===== src/rtl/scan_bus_capture.sv =====
// Scan-bus receiver: synchronizes and debounces the multiplexed digit bus, then
// rebuilds the 4-digit BCD frame. Define SCAN_BCD_CHECK_EN to range-check digits at commit.
module scan_bus_capture #(
  parameter int unsigned STABLE_CYCLES  = 4,
  parameter int unsigned TIMEOUT_CYCLES = 1000000
) (
  input  logic       clk,
  input  logic       rst,
  input  logic [2:0] sel,
  input  logic [3:0] data,
  output logic [3:0] digit0,
  output logic [3:0] digit1,
  output logic [3:0] digit2,
  output logic [3:0] digit3,
  output logic       frame_stb,
  output logic       change_stb,
  output logic       locked,
  output logic [7:0] err_cnt
);

  localparam logic [1:0]  S_HUNT    = 2'd0;
  localparam logic [1:0]  S_GOT0    = 2'd1;
  localparam logic [1:0]  S_GOT2    = 2'd2;
  localparam logic [1:0]  S_GOT4    = 2'd3;
  localparam logic [3:0]  STABLE_C  = 4'(STABLE_CYCLES);
  localparam logic [19:0] TIMEOUT_C = 20'(TIMEOUT_CYCLES);

  function automatic logic [7:0] sat_inc_err(input logic [7:0] v);
    return (v == 8'hFF) ? v : v + 8'd1;
  endfunction

  function automatic logic [1:0] sat_inc_lock(input logic [1:0] v);
    return (v == 2'd2) ? v : v + 2'd1;
  endfunction

  function automatic logic [3:0] sat_inc_stab(input logic [3:0] v);
    return (v >= STABLE_C) ? STABLE_C : v + 4'd1;
  endfunction

`ifdef SCAN_BCD_CHECK_EN
  // Slot 4 carries the tens-of-minutes/seconds digit, so it tops out at 5.
  function automatic logic bcd_ok(input logic [15:0] v);
    return (v[3:0] <= 4'd9) && (v[7:4] <= 4'd9) && (v[11:8] <= 4'd5) && (v[15:12] <= 4'd9);
  endfunction
`endif

  logic [6:0]  sync1_q, sync1_d;
  logic [6:0]  sync2_q, sync2_d;
  logic [6:0]  prev_q, prev_d;
  logic [3:0]  stab_q, stab_d;
  logic [2:0]  last_sel_q, last_sel_d;
  logic        last_vld_q, last_vld_d;
  logic [1:0]  state_q, state_d;
  logic [19:0] tmo_q, tmo_d;
  logic [3:0]  sh0_q, sh0_d;
  logic [3:0]  sh1_q, sh1_d;
  logic [3:0]  sh2_q, sh2_d;
  logic [15:0] digits_q, digits_d;
  logic        frame_q, frame_d;
  logic        change_q, change_d;
  logic [1:0]  lock_q, lock_d;
  logic [7:0]  err_q, err_d;

  logic [2:0]  w_sel;
  logic [3:0]  w_data;
  logic        slot_acc;
  logic        tmo_hit;
  logic        err_ev;
  logic        do_commit;
  logic [2:0]  exp_sel;
  logic [15:0] commit_dig;

  // Synchronizer and stability filter
  always_comb begin
    sync1_d = {sel, data};
    sync2_d = sync1_q;
    prev_d  = sync2_q;
    w_sel   = sync2_q[6:4];
    w_data  = sync2_q[3:0];
    stab_d  = (sync2_q == prev_q) ? sat_inc_stab(stab_q) : 4'd0;
    // A slot fires once; the same sel cannot re-fire until another sel has been accepted.
    slot_acc   = (stab_d == STABLE_C) && (!last_vld_q || (w_sel != last_sel_q));
    last_sel_d = slot_acc ? w_sel : last_sel_q;
    last_vld_d = last_vld_q | slot_acc;
  end

  // Timeout supervision between accepted slots
  always_comb begin
    tmo_hit = (state_q != S_HUNT) && (tmo_q == TIMEOUT_C) && !slot_acc;
    if ((state_q == S_HUNT) || slot_acc) begin
      tmo_d = 20'd0;
    end else if (tmo_q != TIMEOUT_C) begin
      tmo_d = tmo_q + 20'd1;
    end else begin
      tmo_d = tmo_q;
    end
  end

  // Frame sequencer and commit
  always_comb begin
    state_d    = state_q;
    sh0_d      = sh0_q;
    sh1_d      = sh1_q;
    sh2_d      = sh2_q;
    digits_d   = digits_q;
    frame_d    = 1'b0;
    change_d   = 1'b0;
    lock_d     = lock_q;
    err_d      = err_q;
    err_ev     = 1'b0;
    do_commit  = 1'b0;
    commit_dig = {w_data, sh2_q, sh1_q, sh0_q};

    case (state_q)
      S_GOT0:  exp_sel = 3'd2;
      S_GOT2:  exp_sel = 3'd4;
      S_GOT4:  exp_sel = 3'd6;
      default: exp_sel = 3'd0;
    endcase

    if (slot_acc) begin
      if (state_q == S_HUNT) begin
        if (w_sel == 3'd0) begin
          sh0_d   = w_data;
          state_d = S_GOT0;
        end
      end else if (w_sel == exp_sel) begin
        case (state_q)
          S_GOT0: begin
            sh1_d   = w_data;
            state_d = S_GOT2;
          end
          S_GOT2: begin
            sh2_d   = w_data;
            state_d = S_GOT4;
          end
          default: begin
`ifdef SCAN_BCD_CHECK_EN
            if (bcd_ok(commit_dig)) begin
              do_commit = 1'b1;
            end else begin
              err_ev = 1'b1;
            end
`else
            do_commit = 1'b1;
`endif
          end
        endcase
      end else begin
        err_ev = 1'b1;
      end
    end else if (tmo_hit) begin
      err_ev = 1'b1;
    end

    if (do_commit) begin
      digits_d = commit_dig;
      frame_d  = 1'b1;
      change_d = (commit_dig != digits_q);
      lock_d   = sat_inc_lock(lock_q);
      state_d  = S_HUNT;
    end

    if (err_ev) begin
      err_d  = sat_inc_err(err_q);
      lock_d = 2'd0;
      // An out-of-order slot 0 is a valid frame start, so keep it rather than hunt again.
      if (slot_acc && (w_sel == 3'd0)) begin
        sh0_d   = w_data;
        state_d = S_GOT0;
      end else begin
        state_d = S_HUNT;
      end
    end
  end

  always_ff @(posedge clk) begin
    if (rst) begin
      sync1_q    <= '0;
      sync2_q    <= '0;
      prev_q     <= '0;
      stab_q     <= '0;
      last_sel_q <= '0;
      last_vld_q <= 1'b0;
      state_q    <= S_HUNT;
      tmo_q      <= '0;
      sh0_q      <= '0;
      sh1_q      <= '0;
      sh2_q      <= '0;
      digits_q   <= '0;
      frame_q    <= 1'b0;
      change_q   <= 1'b0;
      lock_q     <= '0;
      err_q      <= '0;
    end else begin
      sync1_q    <= sync1_d;
      sync2_q    <= sync2_d;
      prev_q     <= prev_d;
      stab_q     <= stab_d;
      last_sel_q <= last_sel_d;
      last_vld_q <= last_vld_d;
      state_q    <= state_d;
      tmo_q      <= tmo_d;
      sh0_q      <= sh0_d;
      sh1_q      <= sh1_d;
      sh2_q      <= sh2_d;
      digits_q   <= digits_d;
      frame_q    <= frame_d;
      change_q   <= change_d;
      lock_q     <= lock_d;
      err_q      <= err_d;
    end
  end

  assign digit0     = digits_q[3:0];
  assign digit1     = digits_q[7:4];
  assign digit2     = digits_q[11:8];
  assign digit3     = digits_q[15:12];
  assign frame_stb  = frame_q;
  assign change_stb = change_q;
  assign locked     = (lock_q == 2'd2);
  assign err_cnt    = err_q;

endmodule

===== config.mk =====
export PLATFORM = sky130hd
export DESIGN_NAME = scan_bus_capture
export DESIGN_NICKNAME = d
export VERILOG_FILES = /design/src/rtl/scan_bus_capture.sv
export SDC_FILE = /design/constraint.sdc
export NUM_CORES = 1
export LEC_CHECK = 0
export BUFFER_PORTS_ARGS = -buffer_cell sky130_fd_sc_hd__buf_4
export CELL_PAD_IN_SITES_DETAIL_PLACEMENT = 1
export CELL_PAD_IN_SITES_GLOBAL_PLACEMENT = 1
export CORE_ASPECT_RATIO = 0.6
export CORE_MARGIN = 2
export CORE_UTILIZATION = 51
export CTS_BUF_LIST = sky130_fd_sc_hd__clkbuf_8
export CTS_CLUSTER_DIAMETER = 60
export CTS_CLUSTER_SIZE = 28
export DETAILED_ROUTE_END_ITERATION = 16
export HOLD_SLACK_MARGIN = 0.06
export MAX_ROUTING_LAYER = met4
export PLACE_DENSITY = 0.95
export SLEW_MARGIN = 20
export SYNTH_ARGS = -nofsm -noshare
export SYNTH_HDL_FRONTEND = slang
export SYNTH_SLANG_ARGS = --single-unit

===== constraint.sdc =====
create_clock -name clk -period 4.6 [get_ports clk]
set_clock_uncertainty 0.15 [all_clocks]
set_input_delay 0.23 -clock clk [delete_from_list [all_inputs] [get_ports clk]]
set_output_delay 0.23 -clock clk [all_outputs]
set_load 0.02 [all_outputs]

; ---- Yosys cells after proc, flatten, opt, wreduce, memory -nomap -nowiden
; Cells that the tools add are included.
; Widths: inputs -> output; s select.
[word_totals]
input_bits = 9
word_cells = 87
reg_bits = 91
[op_classes]
eq_ne = 13
addsub = 4
n_reduce_logical = 23
n_mux = 25
magnitude_cmp = 1
bitwise = 5
[op_table]
columns = cell, n
row1 = $mux 4, 7
row2 = $add 20x1->20 const B, 1
row3 = $eq 20x20->1 const B, 1
row4 = $ne 20x20->1 const B, 1
row5 = $ne 16x16->1, 1
row6 = $mux 2, 6
row7 = $reduce_and 4->1, 3
row8 = $mux 1, 10
row9 = $pmux 3 s3, 1
row10 = $add 8x1->8 const B, 1
row11 = $eq 8x8->1 const B, 1
row12 = $reduce_or 2->1, 4
row13 = $eq 7x7->1, 1
row14 = $eq 2x2->1 const B, 3
row15 = $reduce_bool 5->1, 1
row16 = $add 4x1->4 const B, 1
row17 = $eq 4x3->1 const B, 1
row18 = $ge 4x3->1 const B, 1
row19 = $logic_and 1x1->1, 4
row20 = $ne 4x3->1 const B, 1
row21 = $not 1->1, 4
row22 = $pmux 2 s2, 1
row23 = $reduce_and 2->1, 2
row24 = $reduce_bool 4->1, 1
row25 = 11 further kinds, 13

; ---- Longest topological paths before layout
; Gate-level depths: netlist of run 1.
[depth]
word_depth = 11
ltp_mapped = 10
ltp_nobuf = 8

; ---- Worst setup path after synthesis of run 1
; No wires, ideal clock.
[synth_timing]
kind = reg-to-reg
startpoint = register state_q[0]
endpoint = register digits_q[15]
required_ns = 4.322
t_arrival_ns = 2.369
period_less_slack_ns = 2.647
setup_time_ns = 0.128
setup_slack_ns = 1.953
path_buffers = 2
stages_incl_launch_ff = 11
cell_sequence = dfxtp_1 > inv_1 > ha_1 > o21bai_1 > xnor2_1 > or3_1 > buf_4 > nor4_4 > buf_6 > mux2i_1 > nor2_1
[synth_via]
elab_chain_cells = 6
word_cells_on_any_way = 11
cone_classes = eq/ne: 4 / mux: 5 / reduce/logical: 2
[synth_rtl]
columns = element, line
row1 = "start, declared", 53  ; logic [1:0] state_q, state_d;
row2 = "start signal, assigned", 202  ; state_q <= state_d;
row3 = $eq 2x2->1 (tied with other cells), 114  ; case (state_q)
row4 = $pmux 3 s3 or $reduce_or 2->1 (tied branches), n/a
row5 = $eq 3x3->1 or $mux 1 (tied branches), "127, 128"
row6 = $mux 1, 127  ; end else if (w_sel == exp_sel) begin
row7 = $mux 1 (*), 122  ; if (state_q == S_HUNT) begin
row8 = $mux 1 (*), 121  ; if (slot_acc) begin
row9 = "end signal, assigned", 207  ; digits_q <= digits_d;
row10 = "end, declared", 58  ; logic [15:0] digits_q, digits_d;
; Every way passes the cells marked *; elsewhere a longest branch is shown, timed or not.
; A chain may end at the register's enable or synchronous reset.

; ---- Worst setup path in the final report of run 1
[layout_timing]
startpoint = register state_q[0]
endpoint = register sh0_q[0]
[layout_via]
elab_chain_cells = 7
word_cells_on_any_way = 17
cone_classes = eq/ne: 4 / mux: 9 / reduce/logical: 4
[layout_rtl]
columns = element, line
row1 = $eq 2x2->1 or $eq 2x1->1 (tied branches), 114
row2 = $pmux 3 s3, 114
row3 = $eq 3x3->1, 127
row4 = $mux 1, 127
row5 = $mux 1, 122
row6 = $mux 1, 121
row7 = $mux 4 (*), 164  ; if (err_ev) begin
row8 = "end signal, assigned", 187  ; sh0_q <= '0;
row9 = "end signal, assigned", 204  ; sh0_q <= sh0_d;
row10 = "end, declared", 55  ; logic [3:0] sh0_q, sh0_d;
; Marked as above.

==> flow_metrics.env, run 1 <==
export IMPL_syn_to_final_growth_pct=15.2
export IMPL_hpwl_um=6780
export IMPL_dp_cells=533
export IMPL_drt_pass1_iterations=4
export IMPL_fmax_mhz=296
export IMPL_worst_slew_pin_slew_ns=0.761
export IMPL_gp_congestion=0.880
export IMPL_reg2reg_depth=8
export IMPL_antenna_found_initial=0
export IMPL_max_slew_margin=0.492
export IMPL_ys_ff_latch=91
export IMPL_io_buffers=35
export IMPL_synth_distinct_cells=48
export IMPL_synthCells=416
export IMPL_drive_above_1_share=0.131
export IMPL_fin_tns_setup_ns=0
export IMPL_crit_path_end="sh0_q[0]"
export IMPL_row_count=24
export IMPL_total_power_mw=1.60
export IMPL_fin_hold_ws_ns=0.217
export IMPL_die_h_um=72.5
export IMPL_design_area_um2=4590
export IMPL_final_common_cell="dfxtp_1"
export IMPL_vdd_drop_max_v=0.000271
export IMPL_worst_slack_ns=1.23
export IMPL_final_cells=556
export IMPL_nets=465
export IMPL_post_route_util=0.619
export IMPL_post_route_period_util=0.734
export IMPL_syn_area_um2=3980
export IMPL_grt_overflow=0
export IMPL_static_leakage_power_nw=1.78
export IMPL_cts_tree="yes"
export IMPL_synth_yosys_warnings=0
export IMPL_synthFlopType="dfxtp_1"
export IMPL_wirelength_um=10800
export IMPL_die_width_um=118
export IMPL_drtAntennaViolNets=0
export IMPL_first_global_vias=3304
export IMPL_power_density_nw_per_um2=348
export IMPL_syn_num_nets=434
export IMPL_criticalPathCategory="reg -> reg"
export IMPL_syn_area_per_cell_um2=9.58
export IMPL_io_pins=36
export IMPL_rsz0062_at_grt="false"
export IMPL_clk_transition_reported_paths_ns=0.10
export IMPL_via_count=3160
export IMPL_worstPathRequired_ns=4.70
export IMPL_r2r_start="state_q[0]"
export IMPL_maxCapViolCount=0
export IMPL_pre_cts_slack_ns=1.40
export IMPL_vias_per_cell=5.68
export IMPL_hold_viol=0
export IMPL_clock_root_buffer="clkbuf_8"
export IMPL_ys_async_sr_fraction=0
export IMPL_clock_tree_htree_level_count=3
export IMPL_crit_fanout=15
export IMPL_dpl_cell_area_um2=4270
export IMPL_synth_seq_area_share=0.457
export IMPL_cts_sinks=91
export IMPL_slew_violations=0
export IMPL_synth_edf_count=0
export IMPL_arrival_ns=3.47
export IMPL_post_cts_buffers=0
export IMPL_coreArea_um2=7420
export IMPL_crit_path_start_kind="flop"
export IMPL_critPathLaunch="state_q[0]"
export IMPL_start_util=0.537
export IMPL_avgRoutedWirePerCell_um=19.4
export IMPL_hold_path_class="in -> reg"
export IMPL_layout_common_cells="91 x dfxtp_1, 58 x nor2_1, 36 x buf_4"
export IMPL_worstSetupEndpointType="flop"
export IMPL_r2r_slack_ns=1.23
export IMPL_status="completed"
export IMPL_drt_initial_drc_count=203
export IMPL_grtUsageTotal=0.272
export IMPL_grt_pass1_wl_um=17500
export IMPL_setup_viol=0
export IMPL_diodes=0
export IMPL_clk_latency_ns=0.38
export IMPL_cts_buffers=9
export IMPL_cts_resized_gates=0
export IMPL_clk_path_buf_depth=2
export IMPL_route_detailed_drc=0
export IMPL_fin_crit_ns=3.37
export IMPL_die_area_um2=8560
export IMPL_r2r_end="sh0_q[0]"
export IMPL_grt_start_max_net_pins=70
## cell type report
class | count | area [um^2]
sequential | 91 | 1820
inverter | 8 | 30.0
fill | 828 | 2830
tap | 104 | 130
clock buffer | 9 | 124
clock inverter | 7 | 125
multi-input combinational | 294 | 2020
timing repair buffer | 43 | 340
## synthesized netlist by cell type, types with 2 or more instances
| library cell | instances | area, um^2 |
|---|---|---|
| dfxtp_1 | 91 | 1820 |
| nor2_1 | 58 | 218 |
| mux2i_1 | 29 | 290 |
| xor2_1 | 24 | 210 |
| nand2_1 | 22 | 82.6 |
| nor2b_1 | 22 | 138 |
| xnor2_1 | 22 | 193 |
| a21oi_1 | 14 | 70.1 |
| nand3_1 | 14 | 70.1 |
| clkbuf_1 | 12 | 45.0 |
| and3_1 | 9 | 56.3 |
| ha_1 | 9 | 113 |
| nor3_1 | 9 | 45.0 |
| inv_1 | 8 | 30.0 |
| buf_2 | 7 | 35.0 |
| nand4_1 | 6 | 37.5 |
| o31ai_1 | 6 | 45.0 |
| o21ai_0 | 5 | 25.0 |
| or3_1 | 5 | 31.3 |
| or4_1 | 5 | 37.5 |
| nor4_1 | 4 | 25.0 |
| and2_1 | 2 | 12.5 |
| and4_1 | 2 | 17.5 |
| buf_6 | 2 | 22.5 |
| nor4_4 | 2 | 42.5 |
| nor4b_1 | 2 | 17.5 |
| nor4b_4 | 2 | 47.6 |
| o21ai_1 | 2 | 10.0 |
| o31a_1 | 2 | 17.5 |
## critical path: stages, from the launching register on
cell and delay [ns]:
dfxtp_1 0.35, inv_1 0.14, ha_1 0.67, o21bai_1 0.23
xnor2_1 0.13, or3_1 0.55, o211ai_1 0.65, mux2i_1 0.31
nor2_1 0.06
## where the power goes
| part | internal, mW | switching (mW) | leakage (nW) |
|---|---|---|---|
| logic | 0.0417 | 0.0735 | 0.914 |
| clock network | 0.365 | 0.302 | 0.124 |
| registers | 0.800 | 0.0132 | 0.737 |
## metal layers
layer	track usage	vias up	wire, um
met1	0.312	1583	4710
met3	0.0660	27	462
met5	-	-	0
li1	-	1479	-
met4	0.115	0	269
met2	0.463	71	5310
## flip-flops by register name, summed over array words and instances (netlist names), 7 cells and up
signal / cells
prev_d: 7
sync1_q: 7
tmo_q: 20
err_cnt: 8
prev_q: 7
digits_q: 16
## logic make-up (layout without fill, tap and decap cells)
kind of cell             count (synthesis)  after routing  synth area share
multiplexers                            31             31            0.0785
buffers and inverters                   31             67            0.0361
XOR/XNOR                                46             46             0.101
adder cells (fa/ha/maj)                  9              9            0.0283
AND/OR/NAND/NOR                        171            171             0.241
other                                    1              1          0.000941
AO/OA/AOI/OAI                           36             36            0.0572
flip-flops                              91             91             0.457
## worst min-delay path by stage
stage                     startpoint            to  slack, ns  depth (start not counted)
after floorplan                  rst     frame_stb       0.16                          1
after global placement    sync1_q[5]     prev_d[5]       0.27                          1
after detailed placement  sync1_q[3]     prev_d[3]       0.28                          1
after CTS                        rst      sh1_q[3]       0.22                          2
after global routing             rst   digits_q[3]       0.25                          2
final                            rst  digits_q[11]       0.22                          2
## timing repair
item | in CTS | in global routing
endpoints found under the setup margin | 0 | 0
hold buffers | 7 | 0
hold endpoints to repair | 7 | 0
Note: power is estimated with default switching activity, not from simulation.
==> run 2: changes to the inputs <==
--- a/config.mk
+++ b/config.mk
@@ -5,19 +5,20 @@
 export SDC_FILE = /design/constraint.sdc
 export NUM_CORES = 1
 export LEC_CHECK = 0
+export ABC_AREA = 1
 export BUFFER_PORTS_ARGS = -buffer_cell sky130_fd_sc_hd__buf_4
 export CELL_PAD_IN_SITES_DETAIL_PLACEMENT = 1
 export CELL_PAD_IN_SITES_GLOBAL_PLACEMENT = 1
 export CORE_ASPECT_RATIO = 0.6
 export CORE_MARGIN = 2
-export CORE_UTILIZATION = 51
+export CORE_UTILIZATION = 45
 export CTS_BUF_LIST = sky130_fd_sc_hd__clkbuf_8
 export CTS_CLUSTER_DIAMETER = 60
 export CTS_CLUSTER_SIZE = 28
 export DETAILED_ROUTE_END_ITERATION = 16
 export HOLD_SLACK_MARGIN = 0.06
 export MAX_ROUTING_LAYER = met4
-export PLACE_DENSITY = 0.95
+export PLACE_DENSITY = 0.92
 export SLEW_MARGIN = 20
 export SYNTH_ARGS = -nofsm -noshare
 export SYNTH_HDL_FRONTEND = slang
==> constraint.sdc (replaced) <==
create_clock -name clk -period 3.37 [get_ports clk]
set_clock_uncertainty 0.15 [all_clocks]
set_input_delay 0.1685 -clock clk [delete_from_list [all_inputs] [get_ports clk]]
set_output_delay 0.1685 -clock clk [all_outputs]
set_load 0.02 [all_outputs]
==> flow_metrics.env, run 2 <==
export IMPL_status="completed"
export IMPL_synthTopCellsByArea="dfxtp_1 44%, nand2_1 9.3%, inv_1 6.2%, a21oi_1 5.7%, nor2_1 5.2%"
export IMPL_grt_pass1_wl_um=18200
export IMPL_start_util=0.458
export IMPL_switching_power_mw=0.599
export IMPL_post_route_period_util=0.758
export IMPL_drt_initial_drc_count=161
export IMPL_layout_common_cells="103 x nand2_1, 91 x dfxtp_1, 69 x inv_1"
export IMPL_power_internal_mw=1.46
export IMPL_io_buffers=35
export IMPL_sw_frac_of_total=0.291
export IMPL_cts_buffers=9
export IMPL_rsz0062_at_grt="false"
export IMPL_post_cts_buffers=0
export IMPL_vias_per_cell=5.18
export IMPL_io_pins=36
export IMPL_p_seq_frac=0.548
export IMPL_cts_resized_gates=0
export IMPL_gp_congestion=0.836
export IMPL_yosysMostFrequentCell="nand2_1"
export IMPL_setup_viol=0
export IMPL_drive_above_1_share=0.183
export IMPL_synthCells=547
export IMPL_comb_power_share=0.119
export IMPL_avgRoutedWirePerCell_um=15.1
export IMPL_reg2reg_depth=13
export IMPL_syn_area_per_cell_um2=7.58
export IMPL_clkPwrFrac=0.333
export IMPL_vdd_drop_max_v=0.000238
export IMPL_synthFlopType="dfxtp_1"
export IMPL_coreArea_um2=9050
export IMPL_syn_num_nets=565
export IMPL_clk_transition_reported_paths_ns=0.10
export IMPL_maxCapViolCount=0
export IMPL_die_width_um=128
export IMPL_via_count=3681
export IMPL_largest_reg_flops=20
export IMPL_grt_start_max_net_pins=45
export IMPL_top_register="tmo_q"
export IMPL_critPathLaunch="state_q[1]"
export IMPL_ys_async_sr_fraction=0
export IMPL_grt_overflow=0
export IMPL_power_density_nw_per_um2=434
export IMPL_synth_seq_area_share=0.439
export IMPL_diodes=0
export IMPL_worst_slew_pin_slew_ns=0.561
export IMPL_clock_root_buffer="clkbuf_8"
export IMPL_clk_latency_ns=0.38
export IMPL_synth_edf_count=0
export IMPL_worstPathRequired_ns=3.52
export IMPL_clock_tree_htree_level_count=3
export IMPL_route_detailed_drc=0
export IMPL_grtUsageTotal=0.237
export IMPL_fmax_mhz=391
export IMPL_hold_viol=0
export IMPL_final_common_cell="nand2_1"
export IMPL_total_power_mw=2.06
export IMPL_synth_yosys_warnings=0
export IMPL_synth_distinct_cells=37
export IMPL_cts_sinks=91
export IMPL_hpwl_um=7740
export IMPL_ys_ff_latch=91
export IMPL_criticalPathCategory="reg -> reg"
export IMPL_ys_top_cells_by_count="103 x nand2_1, 91 x dfxtp_1, 69 x inv_1, 57 x nor2_1, 47 x a21oi_1"
export IMPL_row_count=27
export IMPL_clk_path_buf_depth=2
export IMPL_die_h_um=78.4
export IMPL_nets=608
export IMPL_post_route_util=0.524
export IMPL_worstSetupEndpointType="flop"
export IMPL_fin_crit_ns=2.55
export IMPL_worstHoldStart="rst"
export IMPL_slew_violations=0
export IMPL_antenna_found_initial=0
export IMPL_yosys_area_top_type="dfxtp_1"
export IMPL_syn_to_final_growth_pct=14.3
export IMPL_wirelength_um=10800
export IMPL_drt_pass1_iterations=5
export IMPL_crit_fanout=18
export IMPL_first_global_vias=3745
export IMPL_cts_tree="yes"
export IMPL_fin_tns_setup_ns=0
export IMPL_hold_path_class="in -> reg"
export IMPL_crit_path_start_kind="flop"
export IMPL_yosysTopAreaCellShare=0.439
export IMPL_syn_area_um2=4150
export IMPL_static_leakage_power_nw=1.92
export IMPL_die_area_um2=10000
export IMPL_arrival_ns=2.70
export IMPL_max_slew_margin=0.626
export IMPL_whs_path_depth=2
export IMPL_r2r_start="state_q[1]"
export IMPL_drtAntennaViolNets=0
export IMPL_ctsHoldBuffers=7
==> run 2: cell types whose count changed after synthesis, moves of 17 or more <==
| cell | change |
|---|---|
| nor2b_1 | -22 |
| o21ai_0 | +17 |
| nand2_1 | +81 |
| a21oi_1 | +33 |
| inv_1 | +61 |
| mux2i_1 | -29 |
==> run 2: cells by family (layout without fill, tap and decap cells) <==
| family | count (synthesis) | after routing | synth area share |
|---|---|---|---|
| AO/OA/AOI/OAI | 90 | 90 | 0.121 |
| other | 1 | 1 | 0.000904 |
| XOR/XNOR | 21 | 21 | 0.0443 |
| AND/OR/NAND/NOR | 246 | 246 | 0.278 |
| flip-flops | 91 | 91 | 0.439 |
| buffers and inverters | 89 | 137 | 0.0890 |
| adder cells (fa/ha/maj) | 9 | 9 | 0.0271 |
==> run 2: layout make-up <==
type	instances	area (um^2)
clock inverter	7	51.3
tap	116	145
sequential	91	1820
multi-input combinational	367	1960
inverter	78	302
clock buffer	9	124
timing repair buffer	43	340
fill	1159	4310
==> run 2: per-stage QoR <==
stage | hold slack, ns | setup WS, ns | std cells | area (um^2)
3_3_place_gp | 0.221 | 1.11 | 688 | 4500
2_1_floorplan | 0.125 | 1.33 | 547 | 4150
3_5_place_dp | 0.228 | 0.882 | 688 | 4500
5_1_grt | 0.127 | 0.589 | 711 | 4740
6_report | 0.108 | 0.816 | 711 | 4740
4_1_cts | 0.0917 | 0.806 | 711 | 4740
==> run 2: worst paths after layout <==
path,end,slack [ns]
worst min-delay path,prev_q[1],0.11
worst min register to register,prev_d[5],0.26
worst max-delay path,digits_q[1],0.82
worst max register to register,digits_q[1],0.82
==> run 2: routing by layer <==
metal	global-route usage	up-vias	share of wire
met2	0.393	57	0.48
met1	0.292	1784	0.47
li1	-	1819	-
met5	-	-	0
met3	0.0539	21	0.033
met4	0.0670	0	0.014
==> run 2: power by group through the flow <==
stage | Clock [mW] | Combinational (mW) | Sequential [mW]
finish | 0.684 | 0.245 | 1.13
global route | 0.736 | 0.275 | 1.13
CTS | 0.704 | 0.244 | 1.13
detailed placement | 0 | 0.234 | 1.15
global placement | 0 | 0.218 | 1.15
floorplan | 0 | 0.174 | 1.15
==> run 2: worst max-delay path: stages, from the launching register on <==
cell      delay, ns
dfxtp_1        0.40
inv_1          0.08
ha_1           0.25
inv_2          0.18
nand2_1        0.08
nand2_1        0.07
nand2_1        0.09
nor2_2         0.14
nand2_1        0.14
nor2_1         0.19
nand2_4        0.19
clkinv_2       0.26
nand2_1        0.09
a21oi_1        0.16
